`src/rtl/regfile_pkg.sv`:
```
// Shared definitions for the multi-port register file: address-width helper,
// flattened-port slicing helpers and the per-register scoreboard state.
package regfile_pkg;

    localparam int unsigned ZERO_ADDR = 0;

    typedef enum logic {
        SB_IDLE = 1'b0,
        SB_BUSY = 1'b1
    } busy_state_e;

    // Smallest width that can index `value` entries; callers guarantee value >= 2.
    function automatic int unsigned clog2(input int unsigned value);
        int unsigned width;
        width = 0;
        while ((32'd1 << width) < value) begin
            width++;
        end
        return width;
    endfunction

    // LSB of port `port` inside a flattened bus of `width`-bit fields.
    function automatic int unsigned port_lsb(input int unsigned port, input int unsigned width);
        return port * width;
    endfunction

endpackage

```
`src/rtl/regfile_scoreboard.sv`:
```
// One busy bit per register: flush beats issue (set), issue beats writeback (clear).
module regfile_scoreboard
    import regfile_pkg::*;
#(
    parameter int unsigned NUM_REGS = 32,
    parameter int unsigned ADDR_W   = clog2(NUM_REGS),
    parameter int unsigned NUM_WR   = 1,
    parameter bit          ZERO_REG = 1'b1
) (
    input  logic                     CLK,
    input  logic                     RST,
    input  logic                     sb_set_i,
    input  logic [ADDR_W-1:0]        sb_addr_i,
    input  logic                     flush_i,
    input  logic [NUM_WR-1:0]        wr_en_i,
    input  logic [NUM_WR*ADDR_W-1:0] wr_addr_i,
    output logic [NUM_REGS-1:0]      busy_o
);

    busy_state_e busy_q [NUM_REGS];
    busy_state_e busy_d [NUM_REGS];

    logic [NUM_REGS-1:0] set_hit;
    logic [NUM_REGS-1:0] clr_hit;

    // NOTE: every always_comb output gets a default before any conditional
    // assignment; a path that leaves it unassigned would infer a latch.
    always_comb begin
        set_hit = '0;
        clr_hit = '0;
        if (sb_set_i && !(ZERO_REG && sb_addr_i == ADDR_W'(ZERO_ADDR))) begin
            set_hit[sb_addr_i] = 1'b1;
        end
        for (int j = 0; j < NUM_WR; j++) begin
            if (wr_en_i[j]) begin
                clr_hit[wr_addr_i[port_lsb(j, ADDR_W) +: ADDR_W]] = 1'b1;
            end
        end
    end

    always_comb begin
        for (int r = 0; r < NUM_REGS; r++) begin
            busy_d[r] = busy_q[r];
            if (flush_i) begin
                busy_d[r] = SB_IDLE;
            end else begin
                case (busy_q[r])
                    SB_IDLE: if (set_hit[r]) busy_d[r] = SB_BUSY;
                    // A re-issue in the same cycle as the old producer's
                    // writeback keeps the register owned by the new producer.
                    SB_BUSY: if (!set_hit[r] && clr_hit[r]) busy_d[r] = SB_IDLE;
                    default: busy_d[r] = SB_IDLE;
                endcase
            end
        end
    end

    // NOTE: state registers use non-blocking assignments so every flop samples
    // pre-edge values regardless of process evaluation order.
    always_ff @(posedge CLK or posedge RST) begin
        if (RST) begin
            for (int r = 0; r < NUM_REGS; r++) begin
                busy_q[r] <= SB_IDLE;
            end
        end else begin
            for (int r = 0; r < NUM_REGS; r++) begin
                busy_q[r] <= busy_d[r];
            end
        end
    end

    always_comb begin
        busy_o = '0;
        for (int r = 0; r < NUM_REGS; r++) begin
            busy_o[r] = (busy_q[r] == SB_BUSY);
        end
    end

endmodule

```
`src/rtl/regfile_mp.sv`:
```
// Parametrised register file: NUM_RD combinational read ports, NUM_WR write
// ports (highest index wins), optional write-to-read bypass and zero register.
module regfile_mp
    import regfile_pkg::*;
#(
    parameter  int unsigned DATA_W   = 32,
    parameter  int unsigned NUM_REGS = 32,
    parameter  int unsigned NUM_RD   = 2,
    parameter  int unsigned NUM_WR   = 1,
    parameter  bit          BYPASS   = 1'b1,
    parameter  bit          ZERO_REG = 1'b1,
    localparam int unsigned ADDR_W   = clog2(NUM_REGS)
) (
    input  logic                     CLK,
    input  logic                     RST,
    input  logic [NUM_RD*ADDR_W-1:0] rd_addr,
    output logic [NUM_RD*DATA_W-1:0] rd_data,
    output logic [NUM_RD-1:0]        rd_busy,
    input  logic [NUM_WR-1:0]        wr_en,
    input  logic [NUM_WR*ADDR_W-1:0] wr_addr,
    input  logic [NUM_WR*DATA_W-1:0] wr_data,
    input  logic                     sb_set,
    input  logic [ADDR_W-1:0]        sb_addr,
    input  logic                     flush
);

    logic [DATA_W-1:0]   regs_q [NUM_REGS];
    logic [DATA_W-1:0]   regs_d [NUM_REGS];
    logic [NUM_REGS-1:0] busy;

    function automatic logic [ADDR_W-1:0] rd_addr_at(input int unsigned k);
        return rd_addr[port_lsb(k, ADDR_W) +: ADDR_W];
    endfunction

    function automatic logic [ADDR_W-1:0] wr_addr_at(input int unsigned j);
        return wr_addr[port_lsb(j, ADDR_W) +: ADDR_W];
    endfunction

    function automatic logic [DATA_W-1:0] wr_data_at(input int unsigned j);
        return wr_data[port_lsb(j, DATA_W) +: DATA_W];
    endfunction

    function automatic logic is_zero_reg(input logic [ADDR_W-1:0] addr);
        return ZERO_REG && (addr == ADDR_W'(ZERO_ADDR));
    endfunction

    // Later ports overwrite earlier ones, so port NUM_WR-1 wins on a conflict.
    always_comb begin
        regs_d = regs_q;
        for (int j = 0; j < NUM_WR; j++) begin
            if (wr_en[j] && !is_zero_reg(wr_addr_at(j))) begin
                regs_d[wr_addr_at(j)] = wr_data_at(j);
            end
        end
    end

    // NOTE: the array is cleared by the asynchronous reset, which forces it into
    // flops; a RAM macro could not be zeroed without clock edges.
    always_ff @(posedge CLK or posedge RST) begin
        if (RST) begin
            for (int r = 0; r < NUM_REGS; r++) begin
                regs_q[r] <= '0;
            end
        end else begin
            regs_q <= regs_d;
        end
    end

    regfile_scoreboard #(
        .NUM_REGS (NUM_REGS),
        .ADDR_W   (ADDR_W),
        .NUM_WR   (NUM_WR),
        .ZERO_REG (ZERO_REG)
    ) u_scoreboard (
        .CLK       (CLK),
        .RST       (RST),
        .sb_set_i  (sb_set),
        .sb_addr_i (sb_addr),
        .flush_i   (flush),
        .wr_en_i   (wr_en),
        .wr_addr_i (wr_addr),
        .busy_o    (busy)
    );

    // RST gates the outputs directly: stored state is already clear, but the
    // bypass path would otherwise forward write data while reset is held.
    always_comb begin
        rd_data = '0;
        rd_busy = '0;
        for (int k = 0; k < NUM_RD; k++) begin
            if (!RST) begin
                rd_data[port_lsb(k, DATA_W) +: DATA_W] = regs_q[rd_addr_at(k)];
                if (BYPASS) begin
                    for (int j = 0; j < NUM_WR; j++) begin
                        if (wr_en[j] && wr_addr_at(j) == rd_addr_at(k)) begin
                            rd_data[port_lsb(k, DATA_W) +: DATA_W] = wr_data_at(j);
                        end
                    end
                end
                if (is_zero_reg(rd_addr_at(k))) begin
                    rd_data[port_lsb(k, DATA_W) +: DATA_W] = '0;
                end
                rd_busy[k] = busy[rd_addr_at(k)];
            end
        end
    end

endmodule

```
`config.mk`:
```
export PLATFORM = sky130hd
export DESIGN_NAME = regfile_mp
export DESIGN_NICKNAME = d
export VERILOG_FILES = /design/src/rtl/regfile_pkg.sv /design/src/rtl/regfile_scoreboard.sv /design/src/rtl/regfile_mp.sv
export SDC_FILE = /design/constraint.sdc
export NUM_CORES = 2
export LEC_CHECK = 0
export ABC_CLOCK_PERIOD_IN_PS = 74500
export CELL_PAD_IN_SITES_DETAIL_PLACEMENT = 1
export CELL_PAD_IN_SITES_GLOBAL_PLACEMENT = 1
export CORE_MARGIN = 1
export CORE_UTILIZATION = 53
export DETAILED_ROUTE_END_ITERATION = 8
export GPL_TIMING_DRIVEN = 0
export PLACE_DENSITY = 0.83
export SLEW_MARGIN = 25
export SYNTH_ARGS = -nofsm -noshare
export SYNTH_HDL_FRONTEND = slang
export SYNTH_SLANG_ARGS = --single-unit
export TNS_END_PERCENT = 1
```
`constraint.sdc`:
```
create_clock -name CLK -period 74.5 [get_ports CLK]
set_input_delay 22.35 -clock CLK [delete_from_list [all_inputs] [get_ports CLK]]
set_output_delay 22.35 -clock CLK [all_outputs]
set_load 0.01 [all_outputs]
```
* Word-level counts from Yosys, hierarchy flattened
Index checks and enable logic that the tools add are counted.
** Storage, ports and cells
- Register bits after elaboration :: 1056
- Bits of input ports :: 57
- Logic and storage cells :: 343
** Cells by class
- Order comparisons :: 10
- Equal/unequal tests :: 2
- Mux-type cells :: 155
- Bitwise logic cells :: 35
- Reductions and logical operators :: 77
** Operator list (number)
- bitwise mux 1024 bit :: 1
- two-way mux 32 bit :: 13
- binary-select mux 32 bit (select 5 bit) :: 2
- demux 32 bit (select 5 bit) :: 1
- two-way mux 1 bit :: 102
- one-hot mux 1 bit (2 select lines) :: 32
- logical AND 1 bit :: 39
- zero test 1 bit :: 34
- inverter 1 bit :: 32
- < comparator 5 x 6 -> 1 bit, second input constant :: 4
- zero test 5 bit :: 4
- >= comparator 6 bit, second input constant :: 3
- inverter 5 -> 6 bit :: 3
- binary-select mux 1 bit (select 5 bit) :: 2
- demux 1 bit (select 5 bit) :: 2
- == test 5 bit :: 2
- >= comparator 5 x 1 -> 1 bit, second input constant :: 2
- < comparator 6 x 1 -> 1 bit, second input constant :: 1

* Depth between registers and ports, before layout
- Word-level depth :: 10
- Gate-level depth with buffers :: 9

* Modules after synthesis
A second synthesis with hierarchy kept.
** Second synthesis, totals
- Cells, all modules :: 3980
- Area total of the unflattened synthesis :: 57576.5 sq um
** By module, submodules not included
- regfile_mp :: instances 1, cells an instance 3822, area each 56027.5 sq um, sequential area each 25624.6 sq um
- regfile_scoreboard :: instances 1, cells an instance 158, area each 1549.0 sq um, sequential area each 800.8 sq um

* Worst setup path before layout
Ideal clock, no wire load.
- Path kind :: in2out
- Start :: input RST
- End :: output rd_data[30]
- Arrival time :: 48384 ps
- Required time :: 52150 ps
- Slack :: 3766 ps
- Stages :: 4
- Cells stage by stage :: inv_1 -> o211ai_1 -> a211oi_1 -> a211o_1
** Between the ends
- Word-level cells in the longest chain between the ends :: 1
** RTL lines
- start, declared :: RTL line regfile_mp.sv:15 : input logic RST,
- two-way mux 32 bit :: RTL line regfile_mp.sv:91 : if (!RST) begin
- end, declared :: RTL line regfile_mp.sv:17 : output logic [NUM_RD*DATA_W-1:0] rd_data,
No other way between the ends.

* Worst setup path after layout
- Start :: input rd_addr[7]
- End :: output rd_data[51]
** Between the ends
- Word-level cells in the longest chain between the ends :: 7
- Elaborated cells between the ends (all ways) :: 10
** RTL lines
- start, declared :: RTL line regfile_mp.sv:16 : input logic [NUM_RD*ADDR_W-1:0] rd_addr,
- inverter 5 -> 6 bit (implied by the code) :: RTL line regfile_mp.sv:92 : rd_data[port_lsb(k, DATA_W) +: DATA_W] = regs_q[rd_addr_at(k)];
- binary-select mux 32 bit (select 5 bit) :: RTL line regfile_mp.sv:92
- two-way mux 32 bit (implied by the code) (2 in a row) :: RTL line regfile_mp.sv:92
- two-way mux 32 bit :: RTL line regfile_mp.sv:95 : if (wr_en[j] && wr_addr_at(j) == rd_addr_at(k)) begin
- two-way mux 32 bit * :: RTL line regfile_mp.sv:100 : if (is_zero_reg(rd_addr_at(k))) begin
- two-way mux 32 bit * :: RTL line regfile_mp.sv:91
Mark *: on every way between the ends. The rest lies on a longest branch, timed or not. The select of a mux whose other input is x is not followed.

==> results.md <==
- The first global-routing pass estimated 334000 microns of wire.
- The number of placement rows is 119.
- Detailed placement ended at an HPWL of 157000 microns.
- The capture endpoint of the worst hold path is regs_q[1021]$_DFFE_PP0P_.
- The horizontal die dimension is approximately 330 microns.
- The final count of pins violating max slew is 0.
- The core region is ~0.11 sq mm.
- The initial antenna violation count is 13.
- In this run the clock root is driven by a clkbuf_16.
- The global-route total usage across every layer is 43.4%.
- The post-route DRC violation count is 20.
- The post-synthesis mux area share is 40.3%.
- The startpoint of the worst hold path is regs_q[1021]$_DFFE_PP0P_.
- The worst reg2reg path depth is 1.
- The maximum resistive drop on vdd is 0.0000229 V.
- The number of global-route vias before repair was ~46000.
- During I/O placement, the number of pins put on the boundary was 123.
- The worst hold path depth is 1.
- In this run, CTS created clock tree buffers numbering 113.
- The number of nets in the finished design is ~4200.
- Summed over all failing endpoints, the final setup total negative slack is 0 ns.
- The synthesized netlist devotes 0% of its cell area to adder and majority cells.
- The detailed-route vias per instance is approximately 7.7.
- Dividing the detail-routed wire length by the instance count gives just over 40 microns.
- The summed area of non-filler cells in the final layout is roughly 0.063 sq mm.
- OpenSTA, run right after detailed placement, puts the worst setup slack at roughly 25 ns.
- Setup repair after global routing left no endpoint under its margin.
- At the pin with the least slew margin, the transition time is about 1.3 ns.
- The number of buffers inserted by port buffering is 112.
- The final RePlAce weighted congestion is 0.960.
- The library cell contributing the largest single delay on the critical path is o21ai_0.
- The flip-flop and latch count after synthesis is 1056.
- The standard cell area after detailed placement is roughly 0.06 sq mm.
- The proportion of synthesized chip area in sequential cells is a little under half.
- STA classifies the critical path startpoint as an input port.
- The biggest area consumer among synthesized cells is dfrtp_1.
- The dominant combinational cell family by area after synthesis is multiplexers.
- The total overflow left after global routing is 0.
- The worst path arrival time is 27.35 ns.
- The synthesized netlist contains 47 unique library cells.
- Headroom to the max-slew limit came out at 12.7%.
- The delay of the slowest critical-path stage is 0.89 ns.
- The insertion delay to the later sink of the worst-skew pair is 0.74 ns.
- The worst setup path is captured at an output port.
- Of the available clock period, the critical path in the final layout requires roughly two thirds.
- The yosys synthesis warning count is 0.
- The buffer and inverter count on the worst path is 5.
- Before antenna repair, the detailed router went through 8 iterations.
- No sink is reached through more buffers than the 3 on the longest clock path.
- Across all register-to-register paths, the minimum setup slack is 73.61 ns.
- The total nets after synthesis is 3996.
- The commonest non-fill, non-tap cell in the layout is dfrtp_1.
- In the layout the commonest cells are dfrtp_1 (1056), mux2_2 (956), mux4_2 (401).
- The number of maximum-capacitance constraint violations is 0.
- The sum of routed wire length over all layers is roughly 230000 microns.
- The via total after detailed routing is 43400.
- The post-CTS setup-driven buffer insertion count is 0.
- The cell area after synthesis is 0.0565 sq mm.
- The post-cts repair resize count is 0.
- The run finished, with violations left.
- Compared with the post-synthesis result, the final layout area differs by 12.3%.
- TritonCTS built the clock tree.
- The clock-pin slew on the worst setup and hold paths is roughly 0.060 ns.
- The top flip-flop cell by instance count after synthesis is dfrtp_1.
- The largest fanout on the critical path is 10.
- The number of cells after detailed placement is 5455.
- The capturing point of the worst reg2reg path is regs_q[259]$_DFFE_PP0P_.
- Each instance of the synthesized netlist takes up on average 14.4 sq um.
- The startpoint of the most critical register-to-register path is regs_q[259]$_DFFE_PP0P_.
- The time the worst path needs with I/O delays and setup is 49.70 ns.
- The hold-fix buffer count after cts is 0.
- The checks that failed: DRC.
- The instance count of the mapped netlist is 3939.
- The power consumption is 1.72 mW.
- Dividing total power by cell area gives a power density of 27.0 mW/mm^2.
- In this design, the largest share of critical-path delay is due to buffers and inverters.
- The count of nets left with antenna violations once routing finished came out at 0.
- The layout cell share with drive strength beyond 1 is about 41%.
- The initial utilization of the core area, before any placement, comes to 53.6%.
- On the final layout, the worst clock skew is 0 ns.
- Of all flip-flops after synthesis, the portion carrying an async set or reset was 100%.
- At the worst endpoint, the required time is ~52 ns.
- The total setup violations reported at the end of the flow is 0.
- The die covers ~0.11 sq mm.
- In this run, the number of DRC markers left after iteration 0 of detailed routing was just under 6000.
- The height of the die is 329 microns.
- The area fraction in compound gates after synthesis is between 7 and 8%.
- The clock sink count is 1056.
- The xor/xnor cell area share of the yosys netlist is 0.155%.
- The H-tree was split into 3 levels.
- The smallest hold slack is 0.484 ns.
- The analysis attributes to cell leakage a power of 27.3 nW.
- The share of Yosys cell area claimed by the top area cell type is 46.7%.
- The worst setup path is of the in -> out kind.
- The path type of the worst min-delay path is reg -> reg.
- Timing would allow up to 20.1 MHz.
- After synthesis, the cell types taking the most area are dfrtp_1 (47%), mux2_2 (19%), mux4_2 (16%), mux2i_1 (4.6%), clkbuf_1 (1.6%).
- For this run, the share of the core covered by cells in the final layout is approximately three fifths.
- The finished layout holds 5661 standard cells, fillers aside.
- The number of enable-type register cells in the synthesized netlist is 0.
- The pin count of the biggest net entering global routing is just under 100.
- The critical path goes through clkdlybuf4s50_1 -> buf_2 -> buf_2 -> nand2_1 -> clkbuf_1 -> o22ai_1 -> o21ai_0 -> o2111a_1 -> clkdlybuf4s50_1.
- The number of hold violations in the final report is 0.
- The post-route worst setup slack is 24.80 ns.
- The simple logic cell fraction of the synthesized area is about 1.7%.
## synth_stat cells (32+ instances only)
cell      count
a21oi_1      54
buf_2       118
a211o_1      33
buf_4        38
o21ai_0      79
nand3_1      34
buf_1        38
o22ai_1      97
mux2i_1     259
nand2_1      41
mux2_2      956
mux2_1       36
a221oi_1     93
nor3_1       35
dfrtp_1    1056
a211oi_1     66
clkbuf_1    241
mux4_2      401
o2111a_1     32
nor2_1       35
a22oi_1     110
## registers in the layout (all words and copies together), names as in the netlist
name,count
u_scoreboard.busy_o,32
regs_q,1024
## worst max-delay path by stage
stage / startpoint / to / cells past startpoint
final: rd_addr[7] / rd_data[51] / 9
after global placement: RST / rd_data[30] / 6
after CTS: RST / rd_data[10] / 10
after global routing: RST / rd_data[10] / 10
after floorplan: RST / rd_data[30] / 4
after detailed placement: RST / rd_data[10] / 10
## kinds of logic after synthesis
logic type      after synthesis
mux                        1652
flops                      1056
compound gates              572
buf+inv                     458
simple gates                191
xor+xnor                     10
## metal layers
metal	vias to the layer above	share of wire (%)	global-route usage, %
met1	22800	35	54.0
li1	15900	-	-
met5	-	0.056	0
met4	14	9.3	33.5
met2	3588	44	63.3
met3	1132	12	13.7
## power breakdown
part           switching (mW)  total [mW]  internal (mW)
registers              0.0938       0.773          0.680
clock network           0.252       0.577          0.325
logic                   0.172       0.365          0.193
total                   0.518        1.72           1.20
## area by class of cell
class | instances | area [sq um]
fill | 9841 | 42100
multi-input combinational | 2425 | 28000
sequential | 1056 | 26400
clock buffer | 168 | 3340
buffer | 454 | 2160
tap | 1391 | 1740
timing repair buffer | 126 | 1470
clock inverter | 29 | 319
inverter | 4 | 22.5
antenna | 8 | 20.0
Note: power is estimated with default switching activity, not from simulation.
